## src/rtl/spike_rate_decoder.sv

```systemverilog
// Spike-rate decoder: counts rising spike edges over back-to-back windows and
// measures the inter-spike interval between the two most recent edges.
module spike_rate_decoder #(
    parameter int WIN_W = 8,
    parameter int CNT_W = 8
) (
    input  logic             clk,
    input  logic             reset_n,
    input  logic             spike,
    input  logic             enable,
    input  logic [WIN_W-1:0] window_len,
    output logic [CNT_W-1:0] rate,
    output logic             rate_valid,
    input  logic             rate_ready,
    output logic [CNT_W-1:0] isi,
    output logic             isi_valid,
    output logic             overrun
);

    typedef enum logic {IDLE, COUNT} state_t;

    localparam logic [CNT_W-1:0] CNT_MAX = {CNT_W{1'b1}};

    state_t           r_state, w_state_nxt;
    logic             r_spike_q;
    logic [WIN_W-1:0] r_win_cnt, w_win_nxt;
    logic [CNT_W-1:0] r_spike_cnt, w_cnt_nxt;
    logic [CNT_W-1:0] r_rate, r_isi, r_isi_timer;
    logic             r_rate_valid, r_isi_valid, r_overrun, r_isi_armed;

    logic             w_edge, w_done;
    logic [WIN_W-1:0] w_win_load;
    logic [CNT_W-1:0] w_cnt_edge;

    assign w_edge     = spike & ~r_spike_q;
    assign w_win_load = (window_len == '0) ? WIN_W'(1) : window_len;
    // Count including this cycle's edge, saturating.
    assign w_cnt_edge = (w_edge && r_spike_cnt != CNT_MAX) ? r_spike_cnt + CNT_W'(1)
                                                           : r_spike_cnt;

    always_comb begin
        w_state_nxt = r_state;
        w_win_nxt   = r_win_cnt;
        w_cnt_nxt   = r_spike_cnt;
        w_done      = 1'b0;
        case (r_state)
            IDLE: begin
                if (enable) begin
                    w_win_nxt   = w_win_load;
                    w_cnt_nxt   = '0;
                    w_state_nxt = COUNT;
                end
            end
            COUNT: begin
                if (r_win_cnt == WIN_W'(1)) begin
                    // Final cycle always completes; enable only picks restart vs idle.
                    w_done    = 1'b1;
                    w_cnt_nxt = '0;
                    if (enable) begin
                        w_win_nxt = w_win_load;
                    end else begin
                        w_win_nxt   = '0;
                        w_state_nxt = IDLE;
                    end
                end else if (!enable) begin
                    w_win_nxt   = '0;
                    w_cnt_nxt   = '0;
                    w_state_nxt = IDLE;
                end else begin
                    w_win_nxt = r_win_cnt - WIN_W'(1);
                    w_cnt_nxt = w_cnt_edge;
                end
            end
            default: w_state_nxt = IDLE;
        endcase
    end

    always_ff @(posedge clk or negedge reset_n) begin
        if (!reset_n) begin
            r_state      <= IDLE;
            r_spike_q    <= 1'b0;
            r_win_cnt    <= '0;
            r_spike_cnt  <= '0;
            r_rate       <= '0;
            r_rate_valid <= 1'b0;
            r_overrun    <= 1'b0;
        end else begin
            r_state     <= w_state_nxt;
            r_spike_q   <= spike;
            r_win_cnt   <= w_win_nxt;
            r_spike_cnt <= w_cnt_nxt;
            if (w_done) begin
                r_rate       <= w_cnt_edge;
                r_rate_valid <= 1'b1;
                if (r_rate_valid && !rate_ready) r_overrun <= 1'b1;
            end else if (r_rate_valid && rate_ready) begin
                r_rate_valid <= 1'b0;
            end
        end
    end

    // ISI runs independently of the window FSM; the first edge only arms it.
    always_ff @(posedge clk or negedge reset_n) begin
        if (!reset_n) begin
            r_isi_timer <= '0;
            r_isi       <= '0;
            r_isi_valid <= 1'b0;
            r_isi_armed <= 1'b0;
        end else if (w_edge) begin
            r_isi_armed <= 1'b1;
            r_isi_timer <= CNT_W'(1);
            if (r_isi_armed) begin
                r_isi       <= r_isi_timer;
                r_isi_valid <= 1'b1;
            end
        end else if (r_isi_armed && r_isi_timer != CNT_MAX) begin
            r_isi_timer <= r_isi_timer + CNT_W'(1);
        end
    end

    assign rate       = r_rate;
    assign rate_valid = r_rate_valid;
    assign isi        = r_isi;
    assign isi_valid  = r_isi_valid;
    assign overrun    = r_overrun;

endmodule

```

## config.mk

```make
export PLATFORM = sky130hd
export DESIGN_NAME = spike_rate_decoder
export DESIGN_NICKNAME = d
export VERILOG_FILES = /design/src/rtl/spike_rate_decoder.sv
export SDC_FILE = /design/constraint.sdc
export NUM_CORES = 1
export LEC_CHECK = 0
export ABC_CLOCK_PERIOD_IN_PS = 2500
export CORE_ASPECT_RATIO = 1.75
export CORE_UTILIZATION = 54
export CTS_CLUSTER_DIAMETER = 120
export CTS_CLUSTER_SIZE = 16
export DETAILED_ROUTE_END_ITERATION = 16
export GPL_TIMING_DRIVEN = 0
export MAX_ROUTING_LAYER = met4
export PLACE_DENSITY = 0.77
export SKIP_CTS_REPAIR_TIMING = 1
export SYNTH_ARGS = -nofsm -noshare
export SYNTH_HDL_FRONTEND = slang
export SYNTH_SLANG_ARGS = --single-unit
```

## constraint.sdc

```tcl
create_clock -name clk -period 2.5 [get_ports clk]
set_input_delay 0.25 -clock clk [delete_from_list [all_inputs] [get_ports clk]]
set_output_delay 0.25 -clock clk [all_outputs]
set_load 0.1 [all_outputs]
```

### Yosys cells after proc, flatten, opt, wreduce, memory -nomap -nowiden

Index checks and enable logic that the tools add are counted.

* register bits after elaboration: 46
* input bits: 13
* output and inout bits: 19
* logic and storage cells: 49

* add/sub/neg operators: 3
* equality and inequality tests: 4
* multiplexer cells: 18
* bitwise gates (word level): 3
* reductions and logical operators: 10

Operators with widths (count)
* 8-bit two-way mux: 11
* 8-bit one-hot mux with 2 select lines: 2
* 8-bit by 1-bit adder with 8-bit output, second input constant: 2
* 8-bit inequality test, second input constant: 2
* 8-bit by 1-bit equality test with 1-bit output, second input constant: 1
* 8-bit logical NOT: 1
* 8-bit by 1-bit subtractor with 8-bit output, second input constant: 1
* 1-bit two-way mux: 5
* 1-bit logical AND: 4
* 2-bit AND reduction: 2
* 2-bit nonzero test: 2
* 2-bit inequality test, second input constant: 1
* 1-bit inverter: 2
* 1-bit bitwise AND: 1
* 1-bit logical NOT: 1

### Depth between registers and ports, before layout

Gate-level depths: netlist of run 1.

* word-level depth: 7
* mapped depth: 7
* depth with buffers taken out: 6

### Worst setup path before layout of run 1

No wires, ideal clock.

* kind: reg2reg
* start: register r_win_cnt[1]
* end: register r_win_cnt[3]
* setup time: 121 ps
* arrival: 1643 ps
* data required time: 2379 ps
* path slack: 736 ps
* cell stages (with the launch flop): 7
* buffers on the path: 0
* period minus slack after synthesis: 1764 ps
* cell sequence: dfrtp_1 > inv_1 > ha_1 > or3b_2 > o21ai_4 > mux2i_1 > a22o_1

* cells in the longest elaborated chain, start to end: 4
* elaborated cells on any way between the ends: 5
* those cells by class: add/sub: 1; eq/ne: 1; mux: 3

Ends and longest elaborated chain
* start, declared: line 26 `logic [WIN_W-1:0] r_win_cnt, w_win_nxt;`
* start signal, assigned: line 90 `r_win_cnt <= w_win_nxt;`
* 8-bit by 1-bit subtractor with 8-bit output: line 70 `w_win_nxt = r_win_cnt - WIN_W'(1);`
* 8-bit two-way mux: line 65 `end else if (!enable) begin`
* 8-bit two-way mux (*): line 55 `if (r_win_cnt == WIN_W'(1)) begin`
* 8-bit one-hot mux with 2 select lines (*): line 46 `case (r_state)`

Every way passes the cells marked *; elsewhere a longest branch is shown, timed or not.
A chain may end at the register's enable or synchronous reset.

### Worst setup path after layout of run 1

* start: register r_rate[1], in the netlist rate[1]
* end: output rate[1]

RTL lines
* start, declared: line 28 `logic [CNT_W-1:0] r_rate, r_isi, r_isi_timer;`
* start signal, assigned: line 93 `r_rate <= w_cnt_edge;`
* end, declared: line 12 `output logic [CNT_W-1:0] rate,`

No word-level cell between the ends.

==> summary.md, run 1 <==
| Metric | Value |
|---|---|
| Status | completed |
| Commonest non-fill, non-tap cell in the layout | dfrtp_1 |
| Fin Clk Skew | 0.008109 ns |
| Crit share post-route | 81.89% |
| Die Wd | 52.16 um |
| Global route overflow | 0 |
| Post-synth net total | 244 |
| Layout cell share with drive strength beyond 1 | approximately 11% |
| Max_cap viols | 0 |
| CTS Root Cell | clkbuf_8 |
| Clock Pin Slew Worst Setup and Hold Paths | approximately 0.080 ns |
| Row count | 31 |
| Register area share after synthesis | 48.42% |
| Yosys cell types | between 50 and 60 |
| Slew Limit Fails | 0 |
| Post-layout util | between 60% and 70% |
| DR iter-0 viols | 49 |
| Worst path cell trace | clkdlybuf4s50_1 |
| Die H | 89.78 um |
| Leak | 1.199 nW |
| Max Clock Freq | 488.5 MHz |
| Post-synth top flop | dfrtp_1 |
| Power, Total | 2.822 mW |
| Worst-margin pin slew | 0.9847 ns |
| Reg-to-Reg Start | r_win_cnt[4] |
| Ant. Diodes | 0 |
| Final RePlAce weighted congestion | 0.8223 |
| Synth-to-Final Area Change | 20.53% |
| Setup WS post-layout | 0.4528 ns |
| Pin count of the biggest net entering global routing | 36 |
| I/O Pins | 32 |
| CTS Buf Count | 5 |
| Pre-CTS WS | roughly 0.38 ns |
| DR pass1 iterations | 4 |
| Worst-skew pair later-pin latency | 0.30 ns |
| Critical path type | flip-flop to output port |
| Critical Path Start | rate[1] |
| Vias post-DR | approximately 1,900 |
| Initial Util | between 50% and 60% |
| Post-synthesis instance total | 227 |
| Yosys warns | 0 |
| Final min period | 2.047 ns |
| Initial antenna violation count | 0 |
| Fin Hold WS | 0.3607 ns |
| Mean routed wirelength per cell | roughly 16 um |
| Syn avg cell area | 10.47 sq um |
| Min-Delay Path Class | input port to async pin |
| Post-synth EDFFs | 0 |
| CP peak stage delay | 1.15 ns |
| Vias/cell | 6.032 |
| Most frequent cells in the layout | dfrtp_1, clkdlybuf4s50_1, nand2_1 |
| First-pass GRT wire length | 8.721 mm |
| Worst path arrival time | 1.80 ns |
| Flop2flop setup slack | 0.51 ns |
| H-Tree Level Count | 2 |
| Placeable Area | 0.004189 sq mm |
| CTS Buffer Depth | 2 |
| Final hold vios | 0 |
| # setup viols final | 0 |
| Buf/Inv on CP | 1 |
| VDD IR max | 722.6 uV |
| RSZ-0062 raised after global routing | no |
| Routed WL | approximately 5.2 mm |
| Cell Area, Synth | 0.002377 sq mm |
| DIE AREA | 0.004682 sq mm |
| CP Launch Type | flip-flop |
| Total track usage | approximately 25% |
| Pwr Density | 985.0 mW/mm^2 |
| CP top delay family | buffers and inverters |
| Yosys reg bits | 46 |
| Rel. slew slack | 34.15% |
| Worst Setup End Kind | output port |
| FFs w/ async S/R, synth | 100.0% |
| HPWL after detailed placement | 3.922 mm |
| CP max-delay cell | clkdlybuf4s50_1 |
| Drt drc | 0 |
| Crit Path Max Fanout | 2 |
| Routed Antenna Nets | 0 |
| Port-buffer cells | 31 |
| CTS tree | built |
| Final nets | 284 |
| Req. time, crit path | 2.25 ns |
| Vias in the first global route | just under 2,000 |
| CTS sink count | 46 |
==> power breakdown <==
part           leakage [nW]  switching [mW]  total [mW]  internal (mW)
Sequential            0.591           0.131        1.03          0.894
Combinational         0.560           0.976        1.32          0.348
Clock                0.0482           0.250       0.474          0.223
==> layout make-up <==
cell class	instances	area, sq um
multi-input cells	166	1157
flip-flops and latches	46	1151
clock inverters	1	5.005
well taps	49	61.31
plain buffers	8	42.54
repair buffers	33	335.3
inverters	7	26.28
clock buffers	7	86.33
fillers	340	1324
==> layer usage <==
| metal | track usage (%) | part of all wire [%] |
|---|---|---|
| met5 | - | 0 |
| met4 | 13.16 | 4.3 |
| met3 | 3.892 | 2.3 |
| met2 | 43.70 | 54 |
| met1 | 26.27 | 39 |
==> flip-flops by register name (all words and copies together), names as in the netlist <==
register / count
isi: 8
isi_valid: 1
overrun: 1
r_isi_armed: 1
r_isi_timer: 8
r_spike_cnt: 8
r_spike_q: 1
r_state: 1
r_win_cnt: 8
rate: 8
rate_valid: 1
==> cell families (layout without fill, tap and decap cells) <==
| kind of cell | Yosys count | count (layout) | synth area share (%) |
|---|---|---|---|
| XOR/XNOR | 9 | 9 | 3.316 |
| AO/OA/AOI/OAI | 58 | 58 | 17.00 |
| flip-flops | 46 | 46 | 48.42 |
| buffers and inverters | 15 | 56 | 2.895 |
| AND/OR/NAND/NOR | 79 | 79 | 19.11 |
| multiplexers | 16 | 16 | 7.158 |
| adder cells (fa/ha/maj) | 4 | 4 | 2.105 |
==> Yosys cell counts (3+ instances only) <==
library cell | count | area (sq um)
dfrtp_1 | 46 | 1151
inv_1 | 7 | 26.28
nor2_1 | 4 | 15.01
o21ai_0 | 6 | 30.03
xor2_1 | 3 | 26.28
ha_1 | 4 | 50.05
nor3b_1 | 4 | 30.03
nand3b_1 | 4 | 30.03
a21oi_1 | 8 | 40.04
nand3_1 | 7 | 35.03
and2_1 | 3 | 18.77
mux2_2 | 8 | 90.09
nor3_1 | 6 | 30.03
o22ai_1 | 4 | 25.02
mux2i_1 | 8 | 80.08
o2bb2ai_1 | 4 | 35.03
clkbuf_1 | 5 | 18.77
nor4_1 | 3 | 18.77
nand2b_1 | 4 | 25.02
xnor2_1 | 6 | 52.55
nand4_1 | 6 | 37.54
o21ai_1 | 13 | 65.06
nand2_1 | 22 | 82.58
a21o_1 | 3 | 22.52
==> worst paths after layout <==
| kind | endpoint | depth (start not counted) |
|---|---|---|
| worst max-delay path | rate[1] | 1 |
| worst max register to register | rate[3] | 5 |
| worst min register to register | isi_valid | 1 |
| max in group asynchronous | r_win_cnt[6] | 3 |
| worst min-delay path | rate[7] | 2 |
| min in group clk | isi_valid | 1 |
==> stage by stage <==
step	setup TNS [ns]	instance area (sq um)	std cells
after CTS	0	2855	316
after global routing	0	2865	317
after global placement	-1.845	2749	307
after detailed placement	0	2764	308
final	0	2865	317
after floorplan	0	2377	227
(Power assumes the default switching activity.)
==> inputs of run 2 (changes only) <==
--- a/config.mk
+++ b/config.mk
@@ -5,7 +5,7 @@
 export SDC_FILE = /design/constraint.sdc
 export NUM_CORES = 1
 export LEC_CHECK = 0
-export ABC_CLOCK_PERIOD_IN_PS = 2500
+export ABC_CLOCK_PERIOD_IN_PS = 2000
 export CORE_ASPECT_RATIO = 1.75
 export CORE_UTILIZATION = 54
 export CTS_CLUSTER_DIAMETER = 120
==> constraint.sdc (replaced) <==
create_clock -name clk -period 2 [get_ports clk]
set_input_delay 0.2 -clock clk [delete_from_list [all_inputs] [get_ports clk]]
set_output_delay 0.2 -clock clk [all_outputs]
set_load 0.1 [all_outputs]
==> summary.md, run 2 (synthesized netlist as in run 1, its figures left out) <==
| Metric | Value |
|---|---|
| Placed cell areas | 0.002764 sq mm (unchanged) |
| Vias/cell | 6.082 (+0.84%) |
| RSZ-0062 raised after global routing | no |
| Pin count of the biggest net entering global routing | 36 (unchanged) |
| DR iter-0 viols | 53 (+8.2%) |
| Layout cell share with drive strength beyond 1 | 11.19% (+0.37 points) |
| Commonest non-fill, non-tap cell in the layout | dfrtp_1 |
| Worst-skew pair later-pin latency | 0.30 ns (about the same) |
| Final hold vios | 0 (unchanged) |
| Max_cap viols | 0 (unchanged) |
| Reg-to-Reg Start | r_win_cnt[1] |
| Sequential cell area | 0.001151 sq mm (unchanged) |
| Rel. slew slack | 34.24% (+0.088 points) |
| First-pass GRT wire length | 8.721 mm (unchanged) |
| Worst Setup End Kind | flip-flop |
| Vias post-DR | 1,928 (+0.84%) |
| Row count | 31 (unchanged) |
| Most frequent cells in the layout | dfrtp_1, nand2_1, dlymetal6s2s_1 |
| Total track usage | 25.27% (unchanged) |
| Initial Util | 56.75% (unchanged) |
| Mean routed wirelength per cell | 16.97 um (+3.0%) |
| Final RePlAce weighted congestion | 0.8223 (unchanged) |
| Critical path type | flip-flop to flip-flop |
| Slew Limit Fails | 0 (unchanged) |
| Global route overflow | 0 (unchanged) |
| Crit share post-route | between 90 and 100% |
| Worst path arrival time | 2.06 ns (+0.26 ns) |
| CTS tree | built |
| Initial antenna violation count | 0 (unchanged) |
| H-Tree Level Count | 2 (unchanged) |
| HPWL after detailed placement | 3.922 mm (unchanged) |
| Final min period | approximately 1.9 ns |
| Status | completed |
| Critical Path Start | r_win_cnt[1] |
| DR pass1 iterations | 6 (+2) |
| Die H | 89.78 um (unchanged) |
| Vias in the first global route | 1,952 (unchanged) |
| Placeable Area | 0.004189 sq mm (unchanged) |
| CTS sink count | 46 (unchanged) |
| Routed Antenna Nets | 0 (unchanged) |
| VDD IR max | 909.4 uV (+26%) |
| Final nets | 284 (unchanged) |
| Crit Path Max Fanout | 7 (+5) |
| I/O Pins | 32 (unchanged) |
| Power, Total | 3.537 mW (+25%) |
| Synth-to-Final Area Change | 23.11% |
| Fillers | 337 (-0.88%) |
| Clock Pin Slew Worst Setup and Hold Paths | 0.08 ns (about the same) |
| Port-buffer cells | 31 (unchanged) |
| CTS Buf Count | 5 (unchanged) |
| Final instance area | 0.002927 sq mm (+2.1%) |
| DIE AREA | 0.004682 sq mm (unchanged) |
| Die Wd | 52.16 um (unchanged) |
| Req. time, crit path | 2.19 ns (-0.06 ns) |
| Pwr Density | 1209 mW/mm^2 (+23%) |
| Leak | 1.454 nW (+21%) |
| Max Clock Freq | 532.1 MHz |
| Min-Delay Path Class | input port to async pin |
| Ant. Diodes | 0 (unchanged) |
| CTS Buffer Depth | 2 (unchanged) |
| Drt drc | 0 (unchanged) |
| # setup viols final | 0 (unchanged) |
| Routed WL | 5.381 mm (+3.0%) |
| Worst-margin pin slew | 0.9848 ns (+0.0001568 ns) |
| CTS Root Cell | clkbuf_8 |
| Setup tns final | 0 ns (unchanged) |
| CP Launch Type | flip-flop |
| Fin Clk Skew | 0.006511 ns (-0.001598 ns) |
| Multi-input logic area | 0.001171 sq mm (+1.2%) |
-- run 2: changes by cell type in the layout (fill, tap and decap cells not counted), sizes merged --
cell / change
clkdlybuf4s50: -19
dlymetal6s2s: +19
-- run 2: power breakdown --
group	switching [mW]	total, mW	internal, mW
logic	1.23	1.66	0.432
clock network	0.311	0.590	0.279
registers	0.169	1.29	1.12
total	1.71	3.54	1.83
-- run 2: metal layers --
| metal | part of all wire (%) | global-route usage [%] |
|---|---|---|
| met2 | 54 | 43.70 |
| met1 | 38 | 26.27 |
| met5 | 0 | - |
| met4 | 4.3 | 13.16 |
| met3 | 3.4 | 3.892 |
-- run 2: worst paths after layout --
check,endpoint,slack (ns),cells past startpoint
min in group clk,isi_valid,0.47,1
max reg2reg,r_win_cnt[5],0.12,6
max,r_win_cnt[5],0.12,6
min,rate[7],0.31,2
max in group asynchronous,r_win_cnt[6],1.22,3
min reg2reg,isi_valid,0.47,1
-- run 2: final cells by class --
type | count | share of cell area, %
plain buffers | 8 | 1.454
clock buffers | 7 | 2.950
clock inverters | 1 | 0.1710
inverters | 7 | 0.8978
multi-input cells | 166 | 40.02
flip-flops and latches | 46 | 39.33
well taps | 49 | 2.095
repair buffers | 33 | 13.08
-- run 2: stage by stage --
| step | instances | utilization [%] | hold slack, ns | setup slack (ns) |
|---|---|---|---|---|
| after floorplan | 227 | - | -0.09559 | 0.2363 |
| after global placement | 307 | 65.62 | 0.4629 | -0.4933 |
| after detailed placement | 308 | 65.98 | 0.1072 | -0.06673 |
| after CTS | 316 | 68.16 | -0.2176 | -0.01022 |
| after global routing | 317 | 69.86 | 0.3509 | 0.03307 |
| final | 317 | 69.86 | 0.3094 | 0.1208 |
-- run 2: critical path: stages (launching register included) --
cell and delay, ns:
dfrtp_1 0.41, inv_1 0.09, ha_2 0.22, or3b_4 0.41
o21ai_4 0.29, mux2i_1 0.27, o2bb2ai_1 0.08
